`src/rtl/dac_share_sched.sv`:
```
// dac_share_sched: shares one SPI DAC serializer between two strobed sample
// sources. Each channel buffers one sample, and the serializer is granted
// round-robin. The block drives the serializer data/load, adds a channel-select
// bit, and keeps sticky overrun flags plus a saturating overrun count.
module dac_share_sched #(
  parameter int DW          = 10,
  parameter int BUSY_CYCLES = 1000,
  parameter int CW          = 11
) (
  input  logic          CLOCK_50,
  input  logic          reset,
  input  logic          strobe_a,
  input  logic [DW-1:0] data_a,
  input  logic          strobe_b,
  input  logic [DW-1:0] data_b,
  input  logic          en_b,
  input  logic          ovr_clr,
  output logic [DW-1:0] dac_data,
  output logic          dac_ch,
  output logic          dac_load,
  output logic          busy,
  output logic          ovr_a,
  output logic          ovr_b,
  output logic [7:0]    ovr_cnt
);

  typedef enum logic [1:0] {
    ST_IDLE,
    ST_LOAD,
    ST_BUSY
  } state_t;

  localparam logic [CW-1:0] BUSY_M1 = CW'(BUSY_CYCLES - 1);
  localparam logic          CH_A    = 1'b0;
  localparam logic          CH_B    = 1'b1;

  state_t        state_q, state_d;
  logic [CW-1:0] count_q, count_d;
  logic [DW-1:0] hold_a_q, hold_a_d;
  logic [DW-1:0] hold_b_q, hold_b_d;
  logic          pend_a_q, pend_a_d;
  logic          pend_b_q, pend_b_d;
  logic          last_q, last_d;
  logic [DW-1:0] dac_data_q, dac_data_d;
  logic          dac_ch_q, dac_ch_d;
  logic          dac_load_q, dac_load_d;
  logic          busy_q, busy_d;
  logic          ovr_a_q, ovr_a_d;
  logic          ovr_b_q, ovr_b_d;
  logic [7:0]    ovr_cnt_q, ovr_cnt_d;

  logic          pend_b_eff;
  logic          grant_a, grant_b;
  logic          ovr_ev_a, ovr_ev_b;
  logic [7:0]    cnt_base;
  logic [8:0]    cnt_sum;

  // Arbitration, transfer sequencing, sample buffering and overrun tracking.
  always_comb begin
    state_d    = state_q;
    count_d    = count_q;
    hold_a_d   = hold_a_q;
    hold_b_d   = hold_b_q;
    pend_a_d   = pend_a_q;
    pend_b_d   = pend_b_q;
    last_d     = last_q;
    dac_data_d = dac_data_q;
    dac_ch_d   = dac_ch_q;
    dac_load_d = 1'b0;
    busy_d     = busy_q;
    grant_a    = 1'b0;
    grant_b    = 1'b0;
    pend_b_eff = pend_b_q & en_b;

    unique case (state_q)
      ST_IDLE: begin
        if (pend_a_q && pend_b_eff) begin
          grant_a = (last_q == CH_B);
          grant_b = (last_q == CH_A);
        end else begin
          grant_a = pend_a_q;
          grant_b = pend_b_eff;
        end
        if (grant_a || grant_b) begin
          state_d    = ST_LOAD;
          busy_d     = 1'b1;
          count_d    = BUSY_M1;
          dac_data_d = grant_a ? hold_a_q : hold_b_q;
          dac_ch_d   = grant_b;
          last_d     = grant_b;
        end
      end
      ST_LOAD: begin
        dac_load_d = 1'b1;
        state_d    = ST_BUSY;
      end
      ST_BUSY: begin
        if (count_q == '0) begin
          busy_d  = 1'b0;
          state_d = ST_IDLE;
        end else begin
          count_d = count_q - CW'(1);
        end
      end
      default: state_d = ST_IDLE;
    endcase

    // A grant consumes the old hold value before a same-cycle strobe refills it,
    // so a strobe landing on its own channel's grant is not an overrun.
    ovr_ev_a = strobe_a & pend_a_q & ~grant_a;
    if (grant_a) pend_a_d = 1'b0;
    if (strobe_a) begin
      hold_a_d = data_a;
      pend_a_d = 1'b1;
    end

    ovr_ev_b = en_b & strobe_b & pend_b_q & ~grant_b;
    if (grant_b) pend_b_d = 1'b0;
    if (en_b && strobe_b) begin
      hold_b_d = data_b;
      pend_b_d = 1'b1;
    end
    if (!en_b) pend_b_d = 1'b0;

    // Clear first, then add this cycle's overruns so a coincident overrun wins.
    cnt_base  = ovr_clr ? 8'd0 : ovr_cnt_q;
    cnt_sum   = {1'b0, cnt_base} + {8'd0, ovr_ev_a} + {8'd0, ovr_ev_b};
    ovr_cnt_d = cnt_sum[8] ? 8'hFF : cnt_sum[7:0];
    ovr_a_d   = (ovr_a_q & ~ovr_clr) | ovr_ev_a;
    ovr_b_d   = (ovr_b_q & ~ovr_clr) | ovr_ev_b;
  end

  // State and output registers; reset leaves B as last grant so A wins the first tie.
  always_ff @(posedge CLOCK_50 or posedge reset) begin
    if (reset) begin
      state_q    <= ST_IDLE;
      count_q    <= '0;
      hold_a_q   <= '0;
      hold_b_q   <= '0;
      pend_a_q   <= 1'b0;
      pend_b_q   <= 1'b0;
      last_q     <= CH_B;
      dac_data_q <= '0;
      dac_ch_q   <= 1'b0;
      dac_load_q <= 1'b0;
      busy_q     <= 1'b0;
      ovr_a_q    <= 1'b0;
      ovr_b_q    <= 1'b0;
      ovr_cnt_q  <= '0;
    end else begin
      state_q    <= state_d;
      count_q    <= count_d;
      hold_a_q   <= hold_a_d;
      hold_b_q   <= hold_b_d;
      pend_a_q   <= pend_a_d;
      pend_b_q   <= pend_b_d;
      last_q     <= last_d;
      dac_data_q <= dac_data_d;
      dac_ch_q   <= dac_ch_d;
      dac_load_q <= dac_load_d;
      busy_q     <= busy_d;
      ovr_a_q    <= ovr_a_d;
      ovr_b_q    <= ovr_b_d;
      ovr_cnt_q  <= ovr_cnt_d;
    end
  end

  assign dac_data = dac_data_q;
  assign dac_ch   = dac_ch_q;
  assign dac_load = dac_load_q;
  assign busy     = busy_q;
  assign ovr_a    = ovr_a_q;
  assign ovr_b    = ovr_b_q;
  assign ovr_cnt  = ovr_cnt_q;

endmodule

```
`config.mk`:
```
export PLATFORM = sky130hd
export DESIGN_NAME = dac_share_sched
export DESIGN_NICKNAME = d
export VERILOG_FILES = /design/src/rtl/dac_share_sched.sv
export SDC_FILE = /design/constraint.sdc
export NUM_CORES = 1
export LEC_CHECK = 0
export ABC_AREA = 1
export CAP_MARGIN = 20
export CORE_ASPECT_RATIO = 0.6
export CORE_UTILIZATION = 45
export DETAILED_ROUTE_END_ITERATION = 8
export PLACE_DENSITY = 0.79
export SLEW_MARGIN = 15
export SYNTH_ARGS = -nofsm -noshare
export SYNTH_HDL_FRONTEND = slang
export SYNTH_SLANG_ARGS = --single-unit
```
`constraint.sdc`:
```
create_clock -name CLOCK_50 -period 4.9 [get_ports CLOCK_50]
set_input_delay 0.735 -clock CLOCK_50 [delete_from_list [all_inputs] [get_ports CLOCK_50]]
set_output_delay 0.735 -clock CLOCK_50 [all_outputs]
set_load 0.02 [all_outputs]
```
==> results.md <==
- By area the synthesized netlist is led by sky130_fd_sc_hd__dfrtp_1 (52%), sky130_fd_sc_hd__nand2_1 (13%), sky130_fd_sc_hd__o21ai_1 (5.4%), sky130_fd_sc_hd__nor2_1 (4.6%), sky130_fd_sc_hd__mux2_2 (4.1%).
- Along the worst path, the maximum fanout reaches 13.
- Hold timing on the final database bottoms out at a slack of 0.475 ns.
- Synthesis instantiated 29 different standard cells from the library.
- STA puts the critical path data required time at 5.12 ns.
- The net switching component of the power is 806 uW.
- The number of sinks on the clock net is 59.
- In this run the cell area of the synthesized design comes to 2770 um^2.
- The most common cell in the synthesized netlist is sky130_fd_sc_hd__nand2_1.
- Setup repair after global routing left no endpoint under its margin.
- The total power density per cell area is 567 nW/um^2.
- For this run, the top clock speed supported by timing is 0.368 GHz.
- Compared with the post-synthesis result, the final layout area differs by 26.9%.
- The number of hold violations in the final report is 0.
- The die span in x is 103 um.
- The final antenna diode count is 0.
- The worst setup path is captured at a flip-flop.
- STA puts the critical path data arrival time at 2.94 ns.
- The mean cell area of the mapped netlist is 8.70 um^2.
- 49 I/O pins were placed.
- Buffers inserted during clock tree synthesis total 9.
- In this run, synthesis produced a sequential element count of 59.
- The via density per instance is 5.05.
- The number of buffers added to fix hold violations after cts is 0.
- The first global-routing pass estimated 10.5 mm of wire.
- In the synthesized netlist, the cells that appear most often are sky130_fd_sc_hd__nand2_1 (94), sky130_fd_sc_hd__dfrtp_1 (58), sky130_fd_sc_hd__nor2_1 (34), sky130_fd_sc_hd__o21ai_1 (30), sky130_fd_sc_hd__inv_1 (24).
- Across the routed clock network, the largest skew measured is 0.00941 ns.
- Sequential elements use 53.4% of the synthesized area.
- Summed over all nets, the half-perimeter wirelength after detailed placement is 4.47 mm.
- The deepest clock path buffer count is 2.
- The synthesized netlist devotes 10.1% of its cell area to compound gates.
- Of all cell types, the one taking the most synthesized area is sky130_fd_sc_hd__dfrtp_1.
- The remaining global-route overflow is 0.
- The wire length per cell after detailed routing is 13.7 um.
- The number of violations reported at the end of detailed-routing iteration 0 is 151.
- Setup violations remaining at the end of the flow were counted as 0.
- In this run, flip-flops and latches consume 36.9% of the power.
- The worst pin sits at a relative slew slack of 52.3%.
- For the pin with the worst max-slew slack, the measured transition is 0.716 ns.
- The number of nets handed over by synthesis was 346.
- The H-tree generated during clock tree synthesis spans 3 levels.
- The area share of the leading cell type in the synthesized netlist is 52.5%.
- Per report_power, the clock group accounts for 22.1% of the total.
- For this run, the leading register cell type out of synthesis is sky130_fd_sc_hd__dfrtp_1.
- The cell leakage power is 0.00165 uW.
- The count of buffers added on input and output ports is 48.
- The number of remaining DRC errors is 0.
- The number of maximum-capacitance constraint violations is 0.
- The full die area is 6480 um^2.
- The clock latency reported for the late side of the worst-skew pair is 0.34 ns.
- The height of the die is 62.7 um.
- The floorplan has 21 rows.
- The share of power burned in combinational logic is 41.0%.
- The number of gates resized after CTS was 0.
- TritonCTS built the clock tree.
- The clock period minus worst slack is 2.72 ns.
- The xor/xnor share of the synthesized area is 0.317%.
- The clock edge transition at the registers on the reported setup and hold paths is 0.07 ns.
- The all-layer global routing usage is 22.2%.
- The worst setup path is launched from a primary input.
- The net switching fraction of the power is 40.5%.
- The clock root buffer is sky130_fd_sc_hd__clkbuf_8.
- The via count of the first global-routing pass came to 2184.
- The worst IR drop on VDD is 0.000241 V.
- After synthesis, the share of flip-flops with an asynchronous set or reset is 100%.
- The initial antenna violation count is 0.
- The via count is 2306.
- For this run, the number of Yosys warnings is 0.
- The final-stage net count is 400.
- The max-slew violation total from the final report is 0.
- The critical path in this run is classified as in -> reg.
- The largest net degree at the start of global routing is 48.
- Once the floorplan was initialized, standard cells occupied 48.1% of the core.
- The path category of the worst min-delay check is reg -> reg.
- The combinational family with the most area after synthesis is simple AND/OR/NAND/NOR gates.
- The core box area is 5750 um^2.
- Summing the areas of all and, or, nand and nor instances in the mapped netlist gives 24.6% of the synthesized area.
- The number of post-CTS setup repair buffers is 0.
- The internal power is 1190 uW.
- The weighted congestion at the end of routability-driven global placement is 0.847.
- The worst path uses 55.5% of the clock period.
- The total negative setup slack is 0 ns.
- The share of cells above drive strength 1 is 15.1%.
- The number of nets with antenna violations after detailed routing is 0.
- The number of instances in the synthesized netlist is 318.
- The multiplexer share of the synthesized area is 4.07%.
- The number of fill cells in the layout is 490.
- The run finished with clean final reports.
- The total wirelength of the detailed-routed design is 6.27 mm.
- The synthesized netlist devotes 1.18% of its cell area to adder and majority cells.
- The number of flops mapped to enable cells by yosys is 0.
- The first-pass iteration count of the detailed router is 5.
==> power by group through the flow <==
| stage | Sequential [uW] | Combinational (uW) | Clock, uW |
|---|---|---|---|
| finish | 734 | 817 | 440 |
| detailed placement | 738 | 820 | 0 |
| CTS | 733 | 820 | 450 |
| global route | 753 | 909 | 476 |
| global placement | 734 | 792 | 0 |
| floorplan | 792 | 511 | 0 |
==> critical path, stage by stage <==
cell                              delay [ns]
sky130_fd_sc_hd__clkdlybuf4s50_1        0.64
sky130_fd_sc_hd__inv_1                  0.45
sky130_fd_sc_hd__nor2_1                 0.12
sky130_fd_sc_hd__fa_1                   0.40
sky130_fd_sc_hd__nand2_1                0.17
sky130_fd_sc_hd__nor2_2                 0.08
sky130_fd_sc_hd__nand2_1                0.09
sky130_fd_sc_hd__clkinv_1               0.08
sky130_fd_sc_hd__o21ai_1                0.09
sky130_fd_sc_hd__nand3_1                0.08
==> final cells by class <==
class / instances / area [um^2] / area share [%]
repair buffers: 50 / 495 / 14.1
flip-flops and latches: 59 / 1480 / 42.1
clock buffers: 11 / 141 / 4.03
well taps: 80 / 100 / 2.85
multi-input cells: 218 / 1120 / 31.8
inverters: 34 / 128 / 3.64
clock inverters: 5 / 52.6 / 1.50
==> metrics by stage <==
step	setup slack, ns	power [uW]	util (%)	cells	cell area (um^2)
2_1_floorplan	2.65	1300	-	318	2770
3_3_place_gp	2.05	1530	57.6	441	3320
3_5_place_dp	1.91	1560	57.6	441	3320
4_1_cts	2.24	2000	61.0	457	3510
5_1_grt	2.08	2140	61.0	457	3510
6_report	2.18	1990	61.0	457	3510
==> cells by family (layout without fill, tap and decap cells) <==
family / Yosys count / in the layout
XOR/XNOR: 1 / 1
AO/OA/AOI/OAI: 47 / 47
multiplexers: 10 / 10
flip-flops: 59 / 59
AND/OR/NAND/NOR: 158 / 158
adder cells (fa/ha/maj): 2 / 2
buffers and inverters: 41 / 100
==> per-layer routing <==
metal	wire length (um)	vias to the layer above	track usage [%]
met3	409	6	9.06
li1	-	1124	-
met4	61	0	7.57
met2	2680	81	29.3
met1	3110	1095	32.7
met5	0	-	0
==> path summary, 6_finish.rpt <==
path | startpoint | end | slack, ns | cells past startpoint
worst max-delay path | strobe_a | ovr_cnt[5] | 2.18 | 10
min in group asynchronous | reset | dac_data[4] | 0.64 | 2
worst min register to register | hold_a_q[1] | hold_a_q[1] | 0.48 | 2
max in group asynchronous | reset | hold_b_q[3] | 3.40 | 3
worst min-delay path | hold_a_q[1] | hold_a_q[1] | 0.48 | 2
worst max register to register | last_q | ovr_cnt[5] | 2.72 | 10
==> placed cells by master, fill, tap and decap left out <==
cell type | netlist | final
sky130_fd_sc_hd__clkbuf_1 | 2 | 1
sky130_fd_sc_hd__clkinv_2 | 0 | 3
sky130_fd_sc_hd__clkinv_1 | 1 | 1
sky130_fd_sc_hd__o21ai_0 | 5 | 5
sky130_fd_sc_hd__o21ai_2 | 8 | 8
sky130_fd_sc_hd__dfrtp_1 | 58 | 58
sky130_fd_sc_hd__buf_4 | 0 | 2
sky130_fd_sc_hd__nand3_1 | 13 | 13
sky130_fd_sc_hd__nand4_1 | 4 | 4
sky130_fd_sc_hd__a21oi_1 | 1 | 1
sky130_fd_sc_hd__inv_1 | 24 | 23
sky130_fd_sc_hd__nand2_2 | 3 | 3
sky130_fd_sc_hd__dfstp_2 | 1 | 1
sky130_fd_sc_hd__xor2_1 | 1 | 1
sky130_fd_sc_hd__clkbuf_8 | 0 | 10
sky130_fd_sc_hd__nor3_1 | 3 | 3
sky130_fd_sc_hd__nor2_8 | 1 | 1
sky130_fd_sc_hd__nor2_4 | 2 | 2
sky130_fd_sc_hd__a21oi_4 | 1 | 1
sky130_fd_sc_hd__o31ai_1 | 1 | 1
sky130_fd_sc_hd__o21ai_1 | 30 | 30
sky130_fd_sc_hd__clkinvlp_4 | 0 | 1
sky130_fd_sc_hd__nor2_1 | 34 | 34
sky130_fd_sc_hd__o22ai_1 | 1 | 1
sky130_fd_sc_hd__inv_2 | 9 | 10
sky130_fd_sc_hd__fa_1 | 1 | 1
sky130_fd_sc_hd__nand2_4 | 2 | 2
sky130_fd_sc_hd__nor2_2 | 2 | 2
sky130_fd_sc_hd__clkdlybuf4s50_1 | 0 | 48
sky130_fd_sc_hd__nand2_1 | 94 | 94
sky130_fd_sc_hd__bufinv_16 | 0 | 1
sky130_fd_sc_hd__ha_1 | 1 | 1
sky130_fd_sc_hd__mux2_2 | 10 | 10
==> sequential cells by signal, indices dropped and copies added, names as in the netlist <==
register / cells
count_q: 11
dac_data: 10
hold_a_q: 10
hold_b_q: 10
ovr_cnt: 8
state_q: 2
busy: 1
dac_ch: 1
dac_load: 1
last_q: 1
ovr_a: 1
ovr_b: 1
pend_a_q: 1
pend_b_q: 1
Power figures use the tool's default switching activity.
